$ cat src/rtl/uart_tx_arbiter_if.sv
// Requester and transmitter-side signals of the shared UART arbiter.
// slave: arbiter side; master: requesters plus the uart transmitter.
interface uart_tx_arbiter_if #(
    parameter int NUM_REQ = 4,
    parameter int ID_W    = 2
);
    logic [NUM_REQ-1:0]   req;
    logic [8*NUM_REQ-1:0] req_data;
    logic [NUM_REQ-1:0]   ack;
    logic [7:0]           tx_data;
    logic                 tx_send;
    logic                 tx_busy;
    logic [ID_W-1:0]      grant_id;
    logic                 active;
    logic                 err_timeout;

    modport slave (
        input  req,
        input  req_data,
        input  tx_busy,
        output ack,
        output tx_data,
        output tx_send,
        output grant_id,
        output active,
        output err_timeout
    );

    modport master (
        output req,
        output req_data,
        output tx_busy,
        input  ack,
        input  tx_data,
        input  tx_send,
        input  grant_id,
        input  active,
        input  err_timeout
    );
endinterface

$ cat src/rtl/uart_tx_arbiter.sv
// Round-robin arbiter sharing one UART transmitter among NUM_REQ byte producers.
// Optional busy-rise watchdog enabled by defining UART_ARB_BUSY_TIMEOUT_EN.
module uart_tx_arbiter #(
    parameter int NUM_REQ    = 4,
    parameter int ID_W       = 2,
    parameter int GAP_CYCLES = 16,
    parameter int BUSY_WAIT  = 8
) (
    input  logic             clk,
    input  logic             rst_n,
    uart_tx_arbiter_if.slave bus
);

    localparam int GAP_W = (GAP_CYCLES > 0) ? $clog2(GAP_CYCLES + 1) : 1;

    typedef enum logic [2:0] {
        ST_IDLE      = 3'd0,
        ST_SEND      = 3'd1,
        ST_WAIT_BUSY = 3'd2,
        ST_WAIT_DONE = 3'd3,
        ST_GAP       = 3'd4
    } state_e;

    if (NUM_REQ < 2 || NUM_REQ > 16 || NUM_REQ > (1 << ID_W) || BUSY_WAIT < 1) begin : g_bad_cfg
        $error("uart_tx_arbiter: illegal parameter combination");
    end

    state_e             state_q;
    logic [ID_W-1:0]    ptr_q;
    logic [ID_W-1:0]    grant_id_q;
    logic [NUM_REQ-1:0] ack_q;
    logic [7:0]         tx_data_q;
    logic               tx_send_q;
    logic               active_q;
    logic [GAP_W-1:0]   gap_cnt_q;

    logic               win_vld_d;
    logic [ID_W-1:0]    win_idx_d;
    logic [7:0]         win_data_d;

`ifdef UART_ARB_BUSY_TIMEOUT_EN
    localparam int BW_W = $clog2(BUSY_WAIT + 1);
    logic [BW_W-1:0]    busy_cnt_q;
    logic               err_timeout_q;
`endif

    // Winner search: smallest rotated distance from ptr_q+1 among set req bits
    always_comb begin
        int   dist_v;
        int   best_v;
        logic take_v;
        dist_v     = 0;
        best_v     = NUM_REQ;
        take_v     = 1'b0;
        win_vld_d  = 1'b0;
        win_idx_d  = '0;
        win_data_d = 8'h00;
        for (int j = 0; j < NUM_REQ; j++) begin
            dist_v     = j + NUM_REQ - 1 - int'(ptr_q);
            dist_v     = (dist_v >= NUM_REQ) ? (dist_v - NUM_REQ) : dist_v;
            take_v     = bus.req[j] && (dist_v < best_v);
            best_v     = take_v ? dist_v : best_v;
            win_vld_d  = take_v ? 1'b1 : win_vld_d;
            win_idx_d  = take_v ? ID_W'(j) : win_idx_d;
            win_data_d = take_v ? bus.req_data[8*j +: 8] : win_data_d;
        end
    end

    // Arbitration and byte sequencing FSM with registered outputs
    always_ff @(posedge clk) begin
        if (!rst_n) begin
            state_q    <= ST_IDLE;
            ptr_q      <= ID_W'(NUM_REQ - 1);
            grant_id_q <= '0;
            ack_q      <= '0;
            tx_data_q  <= 8'h00;
            tx_send_q  <= 1'b0;
            active_q   <= 1'b0;
            gap_cnt_q  <= '0;
`ifdef UART_ARB_BUSY_TIMEOUT_EN
            busy_cnt_q    <= '0;
            err_timeout_q <= 1'b0;
`endif
        end else begin
            ack_q     <= '0;
            tx_send_q <= 1'b0;
            case (state_q)
                ST_IDLE: begin
                    // Busy while idle means someone else is driving the transmitter
                    if (win_vld_d && !bus.tx_busy) begin
                        tx_data_q  <= win_data_d;
                        grant_id_q <= win_idx_d;
                        ptr_q      <= win_idx_d;
                        ack_q      <= NUM_REQ'(1) << win_idx_d;
                        active_q   <= 1'b1;
                        state_q    <= ST_SEND;
                    end
                end
                ST_SEND: begin
                    tx_send_q <= 1'b1;
                    state_q   <= ST_WAIT_BUSY;
`ifdef UART_ARB_BUSY_TIMEOUT_EN
                    busy_cnt_q <= '0;
`endif
                end
                ST_WAIT_BUSY: begin
                    if (bus.tx_busy) begin
                        state_q <= ST_WAIT_DONE;
`ifdef UART_ARB_BUSY_TIMEOUT_EN
                    end else if (busy_cnt_q == BW_W'(BUSY_WAIT - 1)) begin
                        err_timeout_q <= 1'b1;
                        active_q      <= 1'b0;
                        state_q       <= ST_IDLE;
                    end else begin
                        busy_cnt_q <= busy_cnt_q + BW_W'(1);
`endif
                    end
                end
                ST_WAIT_DONE: begin
                    if (!bus.tx_busy) begin
                        if (GAP_CYCLES > 0) begin
                            gap_cnt_q <= GAP_W'(GAP_CYCLES - 1);
                            state_q   <= ST_GAP;
                        end else begin
                            active_q <= 1'b0;
                            state_q  <= ST_IDLE;
                        end
                    end
                end
                ST_GAP: begin
                    if (gap_cnt_q == '0) begin
                        active_q <= 1'b0;
                        state_q  <= ST_IDLE;
                    end else begin
                        gap_cnt_q <= gap_cnt_q - GAP_W'(1);
                    end
                end
                default: begin
                    active_q <= 1'b0;
                    state_q  <= ST_IDLE;
                end
            endcase
        end
    end

    assign bus.ack      = ack_q;
    assign bus.tx_data  = tx_data_q;
    assign bus.tx_send  = tx_send_q;
    assign bus.grant_id = grant_id_q;
    assign bus.active   = active_q;
`ifdef UART_ARB_BUSY_TIMEOUT_EN
    assign bus.err_timeout = err_timeout_q;
`else
    assign bus.err_timeout = 1'b0;
`endif

endmodule

$ cat src/flat_wrapper.sv
// flat-port wrapper written by rule: the top's interface ports become plain ports
module uart_tx_arbiter_flat 
#(
    parameter int NUM_REQ    = 4,
    parameter int ID_W       = 2,
    parameter int GAP_CYCLES = 16,
    parameter int BUSY_WAIT  = 8
)
  (clk, rst_n, bus_req, bus_req_data, bus_tx_busy, bus_ack, bus_tx_data, bus_tx_send, bus_grant_id, bus_active, bus_err_timeout);
  uart_tx_arbiter_if #(.NUM_REQ(NUM_REQ), .ID_W(ID_W)) bus_i ();
  input  logic clk;
  input  logic rst_n;
  input wire logic [$bits(bus_i.req)-1:0] bus_req;
  input wire logic [$bits(bus_i.req_data)-1:0] bus_req_data;
  input wire logic [$bits(bus_i.tx_busy)-1:0] bus_tx_busy;
  output wire logic [$bits(bus_i.ack)-1:0] bus_ack;
  output wire logic [$bits(bus_i.tx_data)-1:0] bus_tx_data;
  output wire logic [$bits(bus_i.tx_send)-1:0] bus_tx_send;
  output wire logic [$bits(bus_i.grant_id)-1:0] bus_grant_id;
  output wire logic [$bits(bus_i.active)-1:0] bus_active;
  output wire logic [$bits(bus_i.err_timeout)-1:0] bus_err_timeout;
  assign bus_i.req = bus_req;
  assign bus_i.req_data = bus_req_data;
  assign bus_i.tx_busy = bus_tx_busy;
  assign bus_ack = bus_i.ack;
  assign bus_tx_data = bus_i.tx_data;
  assign bus_tx_send = bus_i.tx_send;
  assign bus_grant_id = bus_i.grant_id;
  assign bus_active = bus_i.active;
  assign bus_err_timeout = bus_i.err_timeout;
  uart_tx_arbiter #(.NUM_REQ(NUM_REQ), .ID_W(ID_W), .GAP_CYCLES(GAP_CYCLES), .BUSY_WAIT(BUSY_WAIT)) u_core (.clk(clk), .rst_n(rst_n), .bus(bus_i));
endmodule
$ cat config.mk
export PLATFORM = sky130hd
export DESIGN_NAME = uart_tx_arbiter_flat
export DESIGN_NICKNAME = d
export VERILOG_FILES = /design/src/rtl/uart_tx_arbiter_if.sv /design/src/rtl/uart_tx_arbiter.sv /design/src/flat_wrapper.sv
export SDC_FILE = /design/constraint.sdc
export NUM_CORES = 1
export LEC_CHECK = 0
export CAP_MARGIN = 20
export CORE_MARGIN = 4
export CORE_UTILIZATION = 31
export DETAILED_ROUTE_END_ITERATION = 10
export HOLD_SLACK_MARGIN = 0.06
export PLACE_DENSITY = 0.61
export SYNTH_ARGS = -nofsm -noshare
export SYNTH_HDL_FRONTEND = slang
export SYNTH_SLANG_ARGS = --single-unit
$ cat constraint.sdc
create_clock -name clk -period 5.2 [get_ports clk]
set_clock_uncertainty 0.15 [all_clocks]
set_input_delay 0.52 -clock clk [delete_from_list [all_inputs] [get_ports clk]]
set_output_delay 0.52 -clock clk [all_outputs]
set_load 0.03 [all_outputs]
# Yosys cells after proc, flatten, opt, wreduce, memory -nomap -nowiden

Index checks and enable logic that the tools add are counted.

Bits in latches: 0
Memories: 0
Output and inout port bits: 17
Logic and storage cells: 81
Memory bits (writable): 0
Bits in read-only memories: 0
Register bits: 26

Div/mod/pow operators: 0
Bitwise logic cells: 1
Reductions and logical operators: 15
Add/sub/neg operators: 9
Order comparisons: 8
Shifts and indexed selects: 1
Mux-type cells: 30
Equality and inequality tests: 9
Multiply operators: 0

Operators by type and width:

| kind                                                  | number |
|---|---|
| two-way mux 32 bit                                    | 7 |
| >= comparator 32 x 4 -> 1 bit, second input constant  | 4 |
| subtractor 32 x 4 -> 32 bit, second input constant    | 4 |
| < comparator 32 bit                                   | 3 |
| < comparator 32 x 4 -> 1 bit, second input constant   | 1 |
| two-way mux 8 bit                                     | 4 |
| case mux 3 bit (5 select lines)                       | 1 |
| two-way mux 3 bit                                     | 4 |
| subtractor 3 x 2 -> 4 bit, first input constant       | 3 |
| two-way mux 5 bit                                     | 2 |
| case mux 5 bit (2 select lines)                       | 1 |
| AND reduction 3 bit                                   | 3 |
| two-way mux 1 bit                                     | 8 |
| equality test 3 x 2 -> 1 bit, second input constant   | 2 |
| inequality test 2 bit, second input constant          | 3 |
| logical AND 1 bit                                     | 5 |
| zero test 5 bit                                       | 1 |
| subtractor 5 x 1 -> 5 bit, second input constant      | 1 |
| two-way mux 2 bit                                     | 2 |
| inequality test 2 x 1 -> 1 bit, second input constant | 2 |
| AND reduction 4 bit                                   | 1 |
| << shifter 1 x 2 -> 4 bit, first input constant       | 1 |
| equality test 3 x 1 -> 1 bit, second input constant   | 1 |
| equality test 3 bit, second input constant            | 1 |
| 8 further kinds                                       | 8 |

# Depth between registers and ports, before layout

Depth after elaboration: 18
Gate-level depth with buffers: 26
Gate-level depth less buffers: 23

# Worst setup path before layout

Ideal clock, no wire load.

Path type: flip-flop to flip-flop
Start: register u_core.ptr_q[0]
End: register u_core.tx_data_q[0] (netlist: u_core.bus.tx_data[0])
Cell stages (with the launch flop): 25
Data required time: 4.976 ns
Setup slack: -0.213 ns
Arrival time: 5.189 ns
Period minus slack after synthesis: 5.413 ns
Path buffers: 2
Cells stage by stage: dfxtp_1 > inv_1 > ha_1 > nor2b_2 > inv_1 > ha_1 > and2_1 > a311oi_1 > clkbuf_1 > nor2_1 > mux2_2 > ha_1 > nor2b_1 > o21a_1 > a211o_1 > buf_6 > nand2_1 > nor2_1 > a21oi_1 > ha_1 > a2111oi_0 > o21ai_0 > nor3_1 > o31ai_1 > a31oi_1

Longest elaborated chain between the ends: 17
Elaborated cells between the ends (all ways): 37
Classes of those cells: add/sub: 8; order compare: 8; mux: 15; reduce/logical: 6

Ends and longest elaborated chain:

| item                                                                         | RTL line              | text |
|---|---|---|
| start, declared                                                              | uart_tx_arbiter.sv:29 | `logic [ID_W-1:0] ptr_q;` |
| start signal, assigned                                                       | uart_tx_arbiter.sv:73 | `ptr_q <= ID_W'(NUM_REQ - 1);` |
| start signal, assigned                                                       | uart_tx_arbiter.sv:93 | `ptr_q <= win_idx_d;` |
| subtractor 2 x 2 -> 3 bit                                                    | uart_tx_arbiter.sv:59 | `dist_v = j + NUM_REQ - 1 - int'(ptr_q);` |
| subtractor 32 x 4 -> 32 bit or >= comparator 32 x 4 -> 1 bit (tied branches) | uart_tx_arbiter.sv:60 | `dist_v = (dist_v >= NUM_REQ) ? (dist_v - NUM_REQ) : dist_v;` |
| two-way mux 32 bit                                                           | uart_tx_arbiter.sv:60 |  |
| < comparator 32 x 4 -> 1 bit                                                 | uart_tx_arbiter.sv:61 | `take_v = bus.req[j] && (dist_v < best_v);` |
| logical AND 1 bit                                                            | uart_tx_arbiter.sv:61 |  |
| two-way mux 32 bit                                                           | uart_tx_arbiter.sv:62 | `best_v = take_v ? dist_v : best_v;` |
| < comparator 32 bit                                                          | uart_tx_arbiter.sv:61 |  |
| logical AND 1 bit                                                            | uart_tx_arbiter.sv:61 |  |
| two-way mux 32 bit                                                           | uart_tx_arbiter.sv:62 |  |
| < comparator 32 bit                                                          | uart_tx_arbiter.sv:61 |  |
| logical AND 1 bit                                                            | uart_tx_arbiter.sv:61 |  |
| two-way mux 32 bit                                                           | uart_tx_arbiter.sv:62 |  |
| < comparator 32 bit                                                          | uart_tx_arbiter.sv:61 |  |
| logical AND 1 bit                                                            | uart_tx_arbiter.sv:61 |  |
| two-way mux 1 bit                                                            | uart_tx_arbiter.sv:63 | `win_vld_d = take_v ? 1'b1 : win_vld_d;` |
| logical AND 1 bit                                                            | uart_tx_arbiter.sv:90 | `if (win_vld_d && !bus.tx_busy) begin` |
| AND reduction 2 bit (no source line)                                         | n/a                   |  |
| end signal, assigned                                                         | uart_tx_arbiter.sv:91 | `tx_data_q <= win_data_d;` |
| end, declared                                                                | uart_tx_arbiter.sv:32 | `logic [7:0] tx_data_q;` |

Parallel ways exist; a longest one is shown, timed or not.
A chain may end at the register's enable or synchronous reset.

# Worst setup path in the final report

Start: register u_core.ptr_q[0]
End: register u_core.tx_data_q[1] (netlist: u_core.bus.tx_data[1])

The elaborated chain is that of the path after synthesis.

==> run summary <==
Final WL = 4970 um
Final Hold Fails = 0
CTS root buf = clkbuf_8
Tcrit/Tclk final = 93.6%
Cell with the most instances after synthesis = dfxtp_1
IO Pins = 56
Post-Syn Area = 1810 um2
M2 GR Usage = 21.6%
Max Cap Viol = 0
Worst skew pair latency = 0.26 ns
CTS tree = yes
Ys async rst share = 0%
Fin crit period = 4.87 ns
Area grow syn2layout = 39.7%
Synth warnings = 0
Vias/cell = 5.17
Multi-input gate area = 1190 um2
Netlist cell types = 51
Total track usage = 13.6%
Top cell types by occurrence after synthesis = 26 x dfxtp_1, 17 x nand2_1, 17 x nand4_1, 16 x ha_1, 14 x nor2_1
Max Slew Vio Count = 0
Initial Util = 32.4%
Core Util, Final = 45.3%
Synth Register Bits = 26
Total gr overflow = 0
Crit path DAT = 4.91 ns
Largest net degree at the start of global routing = 25
Setup TNS = 0 ns
GR met1 Demand/Resource = 19.1%
Post-Place Worst Slack = -0.0111 ns
Worst setup startpoint = u_core.ptr_q[0]
P_leak = 1.00 nW
Die height = 84.4 um
CP max FO = 8
Resize count post-CTS = 0
Die ar. = 7120 um2
Pre-Repair DR Iteration Count = 4
Worst reg2reg endpoint = u_core.bus.tx_data[1]
Slowest CP cell = dfxtp_4
DP HPWL = 3910 um
Wire per inst = 14.2 um
Most common cell on crit path = ha_1
Post-synth top flop = dfxtp_1
Final setup fails = 0
Mean post-synth cell area = 8.18 um2
M3 GR Usage = 1.86%
Crit-path cells = inv_1 -> ha_1 -> nor2b_2 -> inv_1 -> ha_1 -> and2_1 -> a311oi_2 -> nor2_1 -> mux2_2 -> ha_1 -> nor2b_1 -> o21a_1 -> a211o_1 -> nand2_2 -> nor2_1 -> a21oi_1 -> ha_1 -> a2111oi_2 -> o21ai_1 -> buf_4 -> nor3_2 -> buf_4 -> o31ai_1 -> a31oi_1
Post-synthesis cell type with the largest combined area = dfxtp_1
Initial antenna violation count = 0
CP Capture Type = flop
EDFF count, synth = 0
Hold Buf Count CTS = 0
Largest cells by area after synthesis = dfxtp_1 29%, ha_1 11%, nand4_1 5.9%
CP Class = flop to flop
Post-synth net total = 276
CTS max path bufs = 2
Critical Path Start Type = flop
Area post-placement = 2470 um2
First-pass GRT wire length = 8080 um
H-tree levels = 1
Final net count = 334
Layout cells sized above 1 = 12.3%
WHS Path Cells = 2
Die W = 84.4 um
Buffers on Ports = 54
Critical Path End = u_core.bus.tx_data[1]
Fill cells = 581
Cells after synthesis = 221
Worst R2R Path Depth = 24
Vias in the first global route = 1718
Seq. cell area = 528 um2
CP max stage delay = 0.40 ns
Reg clk slew, reported paths = 0.08 ns
Via Count = 1806
Critical path buffer and inverter count = 4
Achievable Freq = 206 MHz
Diodes inserted = 0
Core area = 5570 um2
HP Class = flop to flop
Slew @ Worst Pin = 0.885 ns
RSZ-0062 raised after global routing = false
FP Rows = 27
Post-route setup slack = 0.335 ns
Peak VDD IR = 0.318 mV
Starting DRC count in detailed routing = 67
# clock sinks = 26
RD Place Congestion = 0.838
DRT antenna net count = 0
Cell Pwr Density = 559 nW/um2
Setup repair bufs after CTS = 0
Post-synthesis sequential area ratio = 28.8%
Post-route cell area = 2530 um2
Worst R2R Setup Slack = 0.33 ns
Status = finished clean
Path length in cells of the critical path = 24
Reg-to-Reg Start = u_core.ptr_q[0]
Total CTS buffers = 3
Worst rel slew slack = 40.4%
Top Usage Layer GRT = met2
Synth top area share = 28.8%
CP delay by family, top = compound AO/OA/AOI/OAI gates
DRC = 0
Data required, critical path = 5.25 ns
[state kept, by name, indices dropped and copies added (netlist names)]
| name | flops |
|---|---|
| u_core.bus.ack | 4 |
| u_core.bus.active | 1 |
| u_core.bus.grant_id | 2 |
| u_core.bus.tx_data | 8 |
| u_core.bus.tx_send | 1 |
| u_core.gap_cnt_q | 5 |
| u_core.ptr_q | 2 |
| u_core.state_q | 3 |
[power breakdown]
group | leakage, nW | internal, mW | switching [mW]
clock network | 0.0216 | 0.0518 | 0.0584
registers | 0.213 | 0.254 | 0.0420
logic | 0.769 | 0.441 | 0.565
total | 1.00 | 0.747 | 0.665
[final cells by class]
type / count / share of cell area, %
Tap cell: 72 / 3.57
Inverter: 11 / 1.63
Multi-Input combinational cell: 171 / 47.3
Sequential cell: 26 / 20.9
Clock buffer: 3 / 1.63
Timing Repair Buffer: 66 / 25.0
[how the worst min path moves through the flow]
| stage | from | end |
|---|---|---|
| floorplan | u_core.gap_cnt_q[1] | u_core.gap_cnt_q[1] |
| global placement | u_core.gap_cnt_q[1] | u_core.gap_cnt_q[1] |
| detailed placement | u_core.gap_cnt_q[1] | u_core.gap_cnt_q[1] |
| CTS | u_core.gap_cnt_q[1] | u_core.gap_cnt_q[1] |
| global route | u_core.gap_cnt_q[1] | u_core.gap_cnt_q[1] |
| finish | u_core.gap_cnt_q[1] | u_core.gap_cnt_q[1] |
[routing by layer]
layer / vias to the layer above / share of wire [%]
met5: - / 0
met4: 0 / 1.0
met3: 6 / 3.8
met2: 38 / 47
met1: 822 / 48
li1: 940 / -
[worst register-to-register path, stage by stage, from the launching register on]
cell       delay [ns]
dfxtp_4          0.40
inv_1            0.10
ha_1             0.22
nor2b_2          0.17
inv_1            0.06
ha_1             0.22
and2_1           0.17
a311oi_2         0.24
nor2_1           0.10
mux2_2           0.30
ha_1             0.29
nor2b_1          0.13
o21a_1           0.16
a211o_1          0.29
nand2_2          0.16
nor2_1           0.07
a21oi_1          0.13
ha_1             0.27
a2111oi_2        0.30
o21ai_1          0.14
buf_4            0.16
nor3_2           0.14
buf_4            0.18
o31ai_1          0.08
a31oi_1          0.17
[cell usage in the layout, fill, tap and decap left out, drive strengths merged, types with 2 or more instances in the layout]
cell / n
a2111oi: 2
a31oi: 10
buf: 12
o21ai: 14
nor3: 4
and3: 4
clkbuf: 3
ha: 16
dfxtp: 26
nand2b: 2
o211ai: 9
inv: 11
nor4: 2
nor2: 14
clkdlybuf4s50: 54
a21oi: 11
nor2b: 5
o211a: 2
nand2: 17
nor3b: 3
o21a: 4
and2: 9
nand4: 17
nand3: 2
o31ai: 8
[stage by stage]
stage | total power [mW] | hold WS, ns | instances
finish | 1.41 | 0.352 | 349
global route | 1.54 | 0.370 | 349
floorplan | 0.976 | 0.318 | 221
detailed placement | 1.27 | 0.346 | 346
global placement | 1.26 | 0.333 | 346
CTS | 1.39 | 0.358 | 349
[logic make-up (layout without fill, tap and decap cells)]
| family | count (synthesis) | in the layout | share of synthesized area, % |
|---|---|---|---|
| flip-flops | 26 | 26 | 28.8 |
| AND/OR/NAND/NOR | 84 | 84 | 26.5 |
| other | 1 | 1 | 0.207 |
| multiplexers | 2 | 2 | 1.18 |
| AO/OA/AOI/OAI | 68 | 68 | 25.8 |
| adder cells (fa/ha/maj) | 16 | 16 | 11.1 |
| buffers and inverters | 24 | 80 | 6.44 |
(Power assumes the default switching activity.)
